==> config.mk <==
export PLATFORM = sky130hd
export DESIGN_NAME = debouncer_multi
export DESIGN_NICKNAME = d
export VERILOG_FILES = /design/src/rtl/debounce_pkg.sv /design/src/rtl/debounce_tick.sv /design/src/rtl/debouncer_multi.sv
export SDC_FILE = /design/constraint.sdc
export NUM_CORES = 1
export LEC_CHECK = 0
export ABC_CLOCK_PERIOD_IN_PS = 2800
export CAP_MARGIN = 20
export CORE_MARGIN = 10
export CORE_UTILIZATION = 40
export CTS_CLUSTER_DIAMETER = 60
export DETAILED_ROUTE_END_ITERATION = 10
export HOLD_SLACK_MARGIN = 0.12
export PLACE_DENSITY_LB_ADDON = 0.25
export SLEW_MARGIN = 20
export SYNTH_ARGS = -nofsm -noshare
export SYNTH_HDL_FRONTEND = slang
export SYNTH_SLANG_ARGS = --single-unit
==> constraint.sdc <==
create_clock -name clk -period 2.8 [get_ports clk]
set_clock_uncertainty 0.1 [all_clocks]
set_input_delay 0.56 -clock clk [delete_from_list [all_inputs] [get_ports clk]]
set_output_delay 0.56 -clock clk [all_outputs]
set_load 0.01 [all_outputs]
==> src/rtl/debounce_pkg.sv <==
// rtl/debounce_pkg.sv - shared constants, width helper and per-channel state record for the debouncer
//
// Purpose : common definitions imported by debounce_tick and debouncer_multi.
// Contents: default TICK_DIV / STABLE_COUNT / LONG_PRESS_TICKS values,
//           cntWidth() helper for counter sizing, chanState_t record.
// Config  : DEBOUNCER_LONG_PRESS_EN adds the hold counter to chanState_t.
package debounce_pkg;

    localparam int DEFAULT_TICK_DIV         = 5;
    localparam int DEFAULT_STABLE_COUNT     = 7;
    localparam int DEFAULT_LONG_PRESS_TICKS = 250;

    // Widest counter the per-channel record can hold.
    localparam int CNT_W_MAX = 16;

    // Bits needed to hold values 0..maxVal, never less than one bit.
    function automatic int cntWidth(input int maxVal);
        return (maxVal < 2) ? 1 : $clog2(maxVal + 1);
    endfunction

    typedef struct packed {
        logic                 level;   // accepted debounced level
        logic [CNT_W_MAX-1:0] agree;   // consecutive disagreeing ticks seen
`ifdef DEBOUNCER_LONG_PRESS_EN
        logic [CNT_W_MAX-1:0] hold;    // ticks held while level is 1
`endif
    } chanState_t;

endpackage

==> src/rtl/debounce_tick.sv <==
// rtl/debounce_tick.sv - shared sample-tick generator for the debouncer
//
// Purpose : divides clk by TICK_DIV; tick is high in the cycle the counter
//           sits at TICK_DIV-1, and the counter wraps on that cycle.
// Ports   : clk     - system clock
//           reset_n - asynchronous active-low reset
//           enable  - 1 = count, 0 = hold counter and force tick low
//           tick    - one-cycle sample strobe
module debounce_tick
    import debounce_pkg::*;
#(
    parameter int TICK_DIV = DEFAULT_TICK_DIV
) (
    input  logic clk,
    input  logic reset_n,
    input  logic enable,
    output logic tick
);

    localparam int CW = cntWidth(TICK_DIV - 1);

    logic [CW-1:0] count;
    logic          atTop;

    assign atTop = (int'(count) == TICK_DIV - 1);
    assign tick  = enable & atTop;

    always_ff @(posedge clk or negedge reset_n) begin
        if (!reset_n) begin
            count <= '0;
        end else if (enable) begin
            count <= atTop ? '0 : count + CW'(1);
        end
    end

endmodule

==> src/rtl/debouncer_multi.sv <==
// rtl/debouncer_multi.sv - multi-channel push-button debouncer with press/release pulses
//
// Purpose : synchronises CHANNELS raw pins, samples them on a shared tick and
//           accepts a new level after STABLE_COUNT consecutive disagreeing ticks.
// Ports   : clk       - system clock
//           reset_n   - asynchronous active-low reset
//           enable    - 1 = sampling runs, 0 = debounce state frozen
//           buttonIn  - raw asynchronous pins (polarity set by INVERT)
//           buttonOut - debounced level, 1 = pressed
//           pressed   - one-cycle pulse on accepted 0->1
//           released  - one-cycle pulse on accepted 1->0
//           longPress - one-cycle pulse after LONG_PRESS_TICKS ticks held
// Config  : DEBOUNCER_LONG_PRESS_EN enables the long-press counter; without it
//           longPress is tied to 0.
module debouncer_multi
    import debounce_pkg::*;
#(
    parameter int                  CHANNELS         = 4,
    parameter int                  TICK_DIV         = DEFAULT_TICK_DIV,
    parameter int                  STABLE_COUNT     = DEFAULT_STABLE_COUNT,
    parameter logic [CHANNELS-1:0] INVERT           = '0,
    parameter int                  LONG_PRESS_TICKS = DEFAULT_LONG_PRESS_TICKS
) (
    input  logic                clk,
    input  logic                reset_n,
    input  logic                enable,
    input  logic [CHANNELS-1:0] buttonIn,
    output logic [CHANNELS-1:0] buttonOut,
    output logic [CHANNELS-1:0] pressed,
    output logic [CHANNELS-1:0] released,
    output logic [CHANNELS-1:0] longPress
);

    logic [CHANNELS-1:0] sync1;
    logic [CHANNELS-1:0] sync2;
    logic [CHANNELS-1:0] sample;
    logic                tick;
    chanState_t          st [CHANNELS];

    debounce_tick #(
        .TICK_DIV (TICK_DIV)
    ) uTick (
        .clk     (clk),
        .reset_n (reset_n),
        .enable  (enable),
        .tick    (tick)
    );

    // The synchroniser keeps running while enable is low so that a resumed
    // channel never sees a stale pin value.
    always_ff @(posedge clk or negedge reset_n) begin
        if (!reset_n) begin
            sync1 <= '0;
            sync2 <= '0;
        end else begin
            sync1 <= buttonIn;
            sync2 <= sync1;
        end
    end

    assign sample = sync2 ^ INVERT;

    always_comb begin
        buttonOut = '0;
        for (int i = 0; i < CHANNELS; i++) begin
            buttonOut[i] = st[i].level;
        end
    end

    always_ff @(posedge clk or negedge reset_n) begin
        if (!reset_n) begin
            for (int i = 0; i < CHANNELS; i++) begin
                st[i] <= '0;
            end
            pressed  <= '0;
            released <= '0;
`ifdef DEBOUNCER_LONG_PRESS_EN
            longPress <= '0;
`endif
        end else begin
            pressed  <= '0;
            released <= '0;
`ifdef DEBOUNCER_LONG_PRESS_EN
            longPress <= '0;
`endif
            for (int i = 0; i < CHANNELS; i++) begin
                if (tick) begin
                    if (sample[i] == st[i].level) begin
                        // A bounce back to the current level restarts qualification.
                        st[i].agree <= '0;
                    end else if (int'(st[i].agree) + 1 >= STABLE_COUNT) begin
                        st[i].level <= sample[i];
                        st[i].agree <= '0;
                        pressed[i]  <= sample[i];
                        released[i] <= ~sample[i];
                    end else begin
                        st[i].agree <= st[i].agree + CNT_W_MAX'(1);
                    end
                end
`ifdef DEBOUNCER_LONG_PRESS_EN
                // Saturating at LONG_PRESS_TICKS makes the pulse fire once per
                // press; dropping the level clears the count and re-arms it.
                if (!st[i].level) begin
                    st[i].hold <= '0;
                end else if (tick && (int'(st[i].hold) < LONG_PRESS_TICKS)) begin
                    st[i].hold   <= st[i].hold + CNT_W_MAX'(1);
                    longPress[i] <= (int'(st[i].hold) + 1 == LONG_PRESS_TICKS);
                end
`endif
            end
        end
    end

`ifndef DEBOUNCER_LONG_PRESS_EN
    // Long-press compiled out: output tied low for any sane LONG_PRESS_TICKS.
    if (LONG_PRESS_TICKS >= 0) begin : gLongPressOff
        assign longPress = '0;
    end
`endif

endmodule

* After elaboration in Yosys (flattened, before gate mapping)
Cells that the tools add are included.
** Word-level totals
- Input bits :: 7
- Flip-flop bits (word level) :: 87
** Operators by class
- Magnitude comparators :: 4
- Reductions and logical operators :: 4
- Muxes and demuxes :: 33
- Bitwise operators :: 9
- $add $sub $neg :: 9
- Eq/ne operators :: 5
** Operators by type and width (count)
- $mux W16 :: 8
- $add A16 B1 Y17 const B :: 4
- $ge A17 B3 Y1 const B :: 4
- $add A16 B1 Y16 const B :: 4
- $mux W1 :: 24
- $reduce_and A3 Y1 :: 4
- $not A1 Y1 :: 8
- $eq A1 B1 Y1 :: 4
- $add A3 B1 Y3 const B :: 1
- $eq A3 B3 Y1 const B :: 1
- $mux W3 :: 1
- $and A1 B1 Y1 :: 1

* Longest topological paths before layout
Gate-level depths: netlist of run 1.
- Depth in word-level cells :: 5
- Depth in mapped cells :: 8

* Hierarchy
From an unflattened synthesis of run 1, not the netlist that was laid out.
** Unflattened totals
- Cell total of the unflattened synthesis :: 422
- Area, all modules :: 4325.4 µm²
** By module, submodules not included
- debouncer_multi :: times used 1, area each 4156.5 µm², cells an instance 405
- debounce_tick :: times used 1, area each 168.9 µm², cells an instance 17

* Worst setup path before layout of run 1
OpenSTA, ideal clock, no wires.
- Kind :: register to register
- Start :: register st[0] (netlist name)
- End :: register st, in the netlist buttonOut[3]
- Buffers on the path :: 0
- Setup time :: 0.125 ns
- Cell stages (with the launch flop) :: 8
- Arrival :: 2.172 ns
- Period minus slack after synthesis :: 2.397 ns
- Required time :: 2.575 ns
- Slack :: 0.403 ns
- Path through :: dfrtp_1 -> ha_1 -> nand2b_1 -> mux2_1 -> o32a_1 -> a2111oi_2 -> a21oi_1 -> mux2_2
** Between the ends
- Longest elaborated chain between the ends :: 3
** Ends and longest elaborated chain
- start: declaration :: RTL line debouncer_multi.sv:38 : chanState_t st [CHANNELS];
- $add A16 B1 Y17 :: RTL line debouncer_multi.sv:91 : end else if (int'(st[i].agree) + 1 >= STABLE_COUNT) begin
- $ge A17 B3 Y1 :: RTL line debouncer_multi.sv:91
- $reduce_and A3 Y1 (no line)
Every way passes these cells.
A chain may end at the register's enable or synchronous reset.

* Worst setup path after layout of run 1
Ends and elaborated chain as after synthesis.

==> flow_metrics.py, run 1 <==
metrics = {
    "outcome": {
        "outcome": "finished, final reports clean",
    },
    "synth": {
        "synth-edff-count": 0,
        "synth_cell_types": 65,
        "most_frequent_cells_after_synthesis": "87 x sky130_fd_sc_hd__dfrtp_1, 47 x sky130_fd_sc_hd__and2_1, 31 x sky130_fd_sc_hd__nand2_1, 21 x sky130_fd_sc_hd__nand3_1, 20 x sky130_fd_sc_hd__nand4_1",
        "ys_ff_latch": 87,
        "synth.most_common_cell": "sky130_fd_sc_hd__dfrtp_1",
        "ys.flop_type": "sky130_fd_sc_hd__dfrtp_1",
        "syn_inst": 432,
        "synth.top_cells.by_area": "sky130_fd_sc_hd__dfrtp_1 49%, sky130_fd_sc_hd__and2_1 6.6%, sky130_fd_sc_hd__ha_1 2.8%",
        "netlist.top_cell.by_area": "sky130_fd_sc_hd__dfrtp_1",
        "synth_top_area_share": 0.491,
        "syn_avg_cell_area_um2": 10.3,
        "netlist_area_um2": 4430,
        "synth.yosys.seq_area_share": 0.491,
        "synth-warning-count": 0,
        "postSynth.asyncResetShare": 1.00,
    },
    "power_and_ir_drop": {
        "pwr-share-seq": 0.481,
        "design_power_total_mw": 3.36,
        "internal_power_mw": 2.22,
        "worst_ir_drop_vdd_mv": 0.244,
        "power.leakage_nw": 2.17,
        "ratio_of_total_power_to_cell_area_nw_per_um2": 676,
        "net-switching-power_mw": 1.14,
        "clock_power_share": 0.276,
        "power_frac_comb": 0.243,
        "netSwitchingFraction": 0.338,
    },
    "cells_and_area": {
        "n_fill_cell": 995,
        "layout-area-overhead-vs-synth_pct": 12.1,
        "antenna-diode-count": 0,
        "multiInputGateArea_um2": 2100,
        "final_nets": 469,
        "drive_gt1_frac": 0.0963,
        "final_area_um2": 4970,
        "regArea_um2": 2180,
    },
    "floorplan": {
        "placement_rows": 38,
        "die_footprint_um2": 15700,
        "floorplan.die.width_um": 125,
        "floorplan.core_area_um2": 10800,
        "initial_core_utilization": 0.409,
        "io_pins": 23,
        "die_h_um": 125,
    },
    "hold_path": {
        "min-delay-start": "sync1[0]",
        "hold_class": "reg -> reg",
    },
    "clock_network": {
        "cts-htree-levels": 3,
        "cts_post_setup_buffers_inserted": 0,
        "cts_max_path_buffers": 2,
        "clkSlewWorstSetupHoldPaths_ps": 100,
        "clock_sink_total": 87,
        "cts_tree": "built",
        "insertion_delay_of_the_later_clocked_pin_in_the_worst_skew_pair_ps": 380,
        "clockRootBuffer": "sky130_fd_sc_hd__clkbuf_8",
        "total_clock_buffers_created_by_cts": 9,
    },
    "routing": {
        "wl_per_cell_um": 14.4,
        "wirelength_um": 8570,
        "remaining_antenna_violation_count_after_routing": 0,
        "via_per_instance_ratio": 5.36,
        "dr.first_iter.drc_count": 188,
        "vias": 3199,
        "dr.pass1.iters": 4,
        "drc": 0,
    },
    "place": {
        "detailed_place_hpwl_um": 5950,
        "port_buffers": 18,
        "routabilityCongestion": 0.836,
        "postPlaceCellArea_um2": 4750,
    },
    "grt": {
        "wire_length_of_the_first_global_routing_pass_um": 14600,
        "grt_overflow": 0,
        "groute.usage.overall": 0.110,
        "vias_in_the_first_global_route": 3043,
        "grt_start_max_net_pins": 52,
        "antenna_violations_before_repair": 0,
    },
    "critical_path": {
        "maximum_net_fanout_on_the_critical_path": 7,
        "startpoint_class_of_the_critical_path": "register",
        "worst_ep_arrival_time_ps": 2800,
        "crit_path_top_delay_cell": "sky130_fd_sc_hd__dfrtp_1",
        "worstSetupPathType": "reg -> reg",
        "crit_family": "compound AO/OA/AOI/OAI gates",
        "cp-end-kind": "register",
        "worst-endpoint-required_ps": 2980,
        "timing.rr.start": "st[0]",
        "cells_along_the_critical_path": "ha_1 -> nand2b_1 -> mux2_1 -> o32a_1 -> a2111oi_2 -> a21oi_1 -> mux2_2",
        "worstPathBufferInverterCount": 0,
        "crit_start": "st[0]",
        "slowest_delay_ps": 450,
    },
    "timing": {
        "grt_setup_unrepaired": "false",
        "setup_violations": 0,
        "timing.setup.tns_ps": 0,
        "final_hold_viol_count": 0,
        "fin_crit_sh": 0.936,
        "clock.fmax_mhz": 382,
        "layout_min_cycle_time_ps": 2620,
        "slew_viol_final": 0,
    },
    "run": {
        "cap_violations": 0,
    },
}
-- cell usage in the layout (no fill, tap or decap), types with 4 or more instances in the layout --
master,netlist,routed
sky130_fd_sc_hd__nor2_1,15,15
sky130_fd_sc_hd__or2_2,4,4
sky130_fd_sc_hd__o21ai_0,15,15
sky130_fd_sc_hd__nand3_1,21,21
sky130_fd_sc_hd__nand2_1,31,31
sky130_fd_sc_hd__and3_1,5,5
sky130_fd_sc_hd__a31oi_1,4,4
sky130_fd_sc_hd__and4_1,6,6
sky130_fd_sc_hd__mux2i_1,5,5
sky130_fd_sc_hd__nand4_1,20,20
sky130_fd_sc_hd__conb_1,1,4
sky130_fd_sc_hd__clkbuf_8,0,10
sky130_fd_sc_hd__and2_1,47,47
sky130_fd_sc_hd__and3b_1,4,4
sky130_fd_sc_hd__inv_1,15,15
sky130_fd_sc_hd__xnor2_1,9,9
sky130_fd_sc_hd__xor2_1,9,9
sky130_fd_sc_hd__mux2_2,5,5
sky130_fd_sc_hd__ha_1,10,10
sky130_fd_sc_hd__nor4_1,12,12
sky130_fd_sc_hd__nor3_1,16,16
sky130_fd_sc_hd__clkdlybuf4s50_1,0,17
sky130_fd_sc_hd__or4_1,4,4
sky130_fd_sc_hd__dfrtp_1,87,87
sky130_fd_sc_hd__buf_4,8,7
-- stage by stage --
stage | utilization | cells | setup slack (ps) | hold WS [ps]
after detailed placement | 0.438 | 580 | 190 | 236
final | 0.458 | 597 | 179 | 254
after global placement | 0.438 | 580 | 302 | 234
after global routing | 0.458 | 597 | 3.07 | 258
after CTS | 0.458 | 597 | 175 | 256
after floorplan | - | 435 | 403 | 164
-- metal layers --
metal | up-vias | wire [µm] | GRT usage
met5 | - | 0 | 0
met1 | 1556 | 4130 | 0.141
met2 | 30 | 4070 | 0.171
met4 | 0 | 144 | 0.0461
met3 | 13 | 225 | 0.0283
li1 | 1600 | - | -
-- sequential cells by signal (all words and copies together) (netlist names) --
| signal | flops |
|---|---|
| st | 64 |
| buttonOut | 4 |
| pressed | 4 |
| released | 4 |
| sample | 4 |
| sync1 | 4 |
| uTick.count | 3 |
-- final cells by class --
class,instances,area share
Timing Repair Buffer,26,0.0509
Sequential cell,87,0.438
Clock inverter,6,0.0136
Tap cell,140,0.0353
Clock buffer,10,0.0277
Multi-Input combinational cell,313,0.423
Inverter,15,0.0113
-- kinds of logic after synthesis --
| family | Yosys count | synth area share |
|---|---|---|
| AO/OA/AOI/OAI | 63 | 0.106 |
| XOR/XNOR | 18 | 0.0356 |
| other | 1 | 0.000846 |
| flip-flops | 87 | 0.491 |
| buffers and inverters | 35 | 0.0370 |
| AND/OR/NAND/NOR | 206 | 0.271 |
| multiplexers | 12 | 0.0299 |
| adder cells (fa/ha/maj) | 10 | 0.0282 |
-- final timing paths --
check	slack (ps)	endpoint	cells past startpoint
max	180	buttonOut[3]	7
min	250	sample[0]	0
max reg2reg	180	buttonOut[3]	7
min reg2reg	250	sample[0]	0
max in group asynchronous	1390	sample[0]	3
min in group asynchronous	580	st[26]	2
-- power by group through the flow --
stage,sequential [mW],combinational (mW),clock (mW)
after CTS,1.61,0.830,0.943
final,1.61,0.817,0.927
after detailed placement,1.63,0.824,0
after global routing,1.64,0.936,0.997
after global placement,1.62,0.798,0
after floorplan,1.58,0.636,0
-- timing repair --
item                                   CTS  global route
endpoints found under the hold margin   36             0
gates resized for setup                  0             0
hold buffers                             1             0
Power figures use the tool's default switching activity.
==> inputs of run 2 (changes only) <==
- ABC_CLOCK_PERIOD_IN_PS: 2800 -> 2660
- CORE_MARGIN: 10 -> 1
- clock period: 2.8 -> 2.66 ns (I/O delays scaled with it)
==> run 2 against run 1 <==
  * Via count rose by 0.22%
  * First-iteration DRC count fell by 39%
  * Hold slack got worse by 1.0 ps
  * Cell area rose by 0.60%
  * Cell count did not move
  * Register-to-register slack barely moved
  * Die area fell by 27%
  * Sequential power rose by 5%
  * Combinational power rose by 9.2%
  * Worst setup slack barely moved
  * Core utilization rose by 0.48 points
  * Flip-flop and latch count did not move
==> flow_metrics.py, run 2 (synthesis results as in run 1) <==
metrics = {
    "outcome": {
        "outcome": "finished, final reports clean",
    },
    "power_and_ir_drop": {
        "worst_ir_drop_vdd_mv": 0.274,
        "ratio_of_total_power_to_cell_area_nw_per_um2": 700,
        "power.leakage_nw": 2.19,
    },
    "grt": {
        "antenna_violations_before_repair": 0,
        "vias_in_the_first_global_route": 3032,
        "groute.usage.overall": 0.159,
        "wire_length_of_the_first_global_routing_pass_um": 14400,
        "grt_overflow": 0,
        "grt_start_max_net_pins": 62,
    },
    "cells_and_area": {
        "final_area_um2": 5000,
        "layout-area-overhead-vs-synth_pct": 12.8,
        "max_flop_register": "st",
        "largest_register_ffs": 64,
        "drive_gt1_frac": 0.0985,
        "final_nets": 469,
        "regArea_um2": 2180,
        "mostFrequentLayoutCells": "87 x sky130_fd_sc_hd__dfrtp_1, 47 x sky130_fd_sc_hd__and2_1, 31 x sky130_fd_sc_hd__nand2_1, 21 x sky130_fd_sc_hd__nand3_1, 20 x sky130_fd_sc_hd__nand4_1",
        "antenna-diode-count": 0,
        "multiInputGateArea_um2": 2130,
        "n_fill_cell": 991,
        "final_common_cell": "sky130_fd_sc_hd__dfrtp_1",
    },
    "floorplan": {
        "floorplan.core_area_um2": 10800,
        "die_footprint_um2": 11500,
        "die_h_um": 107,
        "initial_core_utilization": 0.411,
        "floorplan.die.width_um": 107,
        "io_pins": 23,
        "placement_rows": 38,
    },
    "place": {
        "port_buffers": 18,
        "dp_slack_ps": 147,
        "detailed_place_hpwl_um": 5570,
        "postPlaceCellArea_um2": 4760,
        "routabilityCongestion": 0.817,
    },
    "clock_network": {
        "cts_max_path_buffers": 2,
        "clock_sink_total": 87,
        "cts-htree-levels": 3,
        "cts_post_setup_buffers_inserted": 0,
        "total_clock_buffers_created_by_cts": 9,
        "insertion_delay_of_the_later_clocked_pin_in_the_worst_skew_pair_ps": 350,
        "clockRootBuffer": "sky130_fd_sc_hd__clkbuf_8",
        "cts_tree": "built",
        "clkSlewWorstSetupHoldPaths_ps": 90,
    },
    "routing": {
        "dr.first_iter.drc_count": 115,
        "drc": 0,
        "dr.pass1.iters": 4,
        "vias": 3206,
        "remaining_antenna_violation_count_after_routing": 0,
        "wirelength_um": 8290,
        "via_per_instance_ratio": 5.37,
        "wl_per_cell_um": 13.9,
    },
    "critical_path": {
        "crit_start": "st[0]",
        "rrSetupSlack_ps": 180,
        "reg2reg_depth": 8,
        "maximum_net_fanout_on_the_critical_path": 7,
        "worstSetupPathType": "reg -> reg",
        "cp-end-kind": "register",
        "startpoint_class_of_the_critical_path": "register",
        "timing.rr.start": "st[0]",
        "worst-endpoint-required_ps": 2810,
        "worst_ep_arrival_time_ps": 2630,
    },
    "timing": {
        "fin_ws_ps": 179,
        "clock.fmax_mhz": 403,
        "setup_violations": 0,
        "slew_viol_final": 0,
        "fin_crit_sh": 0.933,
        "layout_min_cycle_time_ps": 2480,
        "final_hold_viol_count": 0,
    },
    "hold_path": {
        "hold_class": "reg -> reg",
        "whs_path_depth": 0,
        "min-delay-start": "sync1[2]",
    },
    "run": {
        "cap_violations": 0,
    },
}
[run 2: worst max-delay path, cell delays in order, from the launching register on]
cell and delay [ps]:
sky130_fd_sc_hd__dfrtp_1 460, sky130_fd_sc_hd__ha_1 210, sky130_fd_sc_hd__buf_4 140, sky130_fd_sc_hd__nand4_1 190, sky130_fd_sc_hd__nor4_2 410, sky130_fd_sc_hd__o211ai_1 140, sky130_fd_sc_hd__a2bb2oi_1 280, sky130_fd_sc_hd__a21oi_1 150
sky130_fd_sc_hd__mux2_2 290
[run 2: routing by layer]
metal  part of all wire  wire [µm]  track usage  vias to the layer above
met2               0.48       3980        0.252                       24
met5                  0          0            0                        -
met4              0.011         90       0.0695                        0
met3              0.014        119       0.0255                        9
met1               0.49       4100        0.214                     1567
li1                   -          -            -                     1606
[run 2: cell type report]
type / count / area share
Tap cell: 140 / 0.0351
Clock buffer: 11 / 0.0283
Sequential cell: 87 / 0.436
Multi-Input combinational cell: 313 / 0.425
Timing Repair Buffer: 26 / 0.0531
Clock inverter: 5 / 0.0113
Inverter: 15 / 0.0113
[run 2: repair_timing]
item                       4_1_cts  5_1_grt
hold endpoints to repair        36        0
setup endpoints to repair        0        5
hold buffers                     1        0
resized for setup                0        3
[run 2: path summary, 6_finish.rpt]
check | end
min in group asynchronous | st[30]
max in group asynchronous | st[46]
worst min register to register | sample[2]
worst min-delay path | sample[2]
worst max-delay path | buttonOut[3]
worst max register to register | buttonOut[3]
[run 2: through the flow]
step	TNS [ps]	hold WS, ps	utilization	power [mW]	instances
floorplan	0	136	-	2.33	435
global placement	0	233	0.441	2.55	580
detailed placement	0	237	0.441	2.59	580
CTS	0	252	0.461	3.54	597
global route	-1.49	263	0.463	3.74	597
finish	0	253	0.463	3.50	597
[run 2: power breakdown]
part	total (mW)	switching, mW	internal (mW)
Combinational	0.892	0.484	0.408
Clock	0.920	0.460	0.460
Sequential	1.69	0.204	1.48
Total	3.50	1.15	2.35
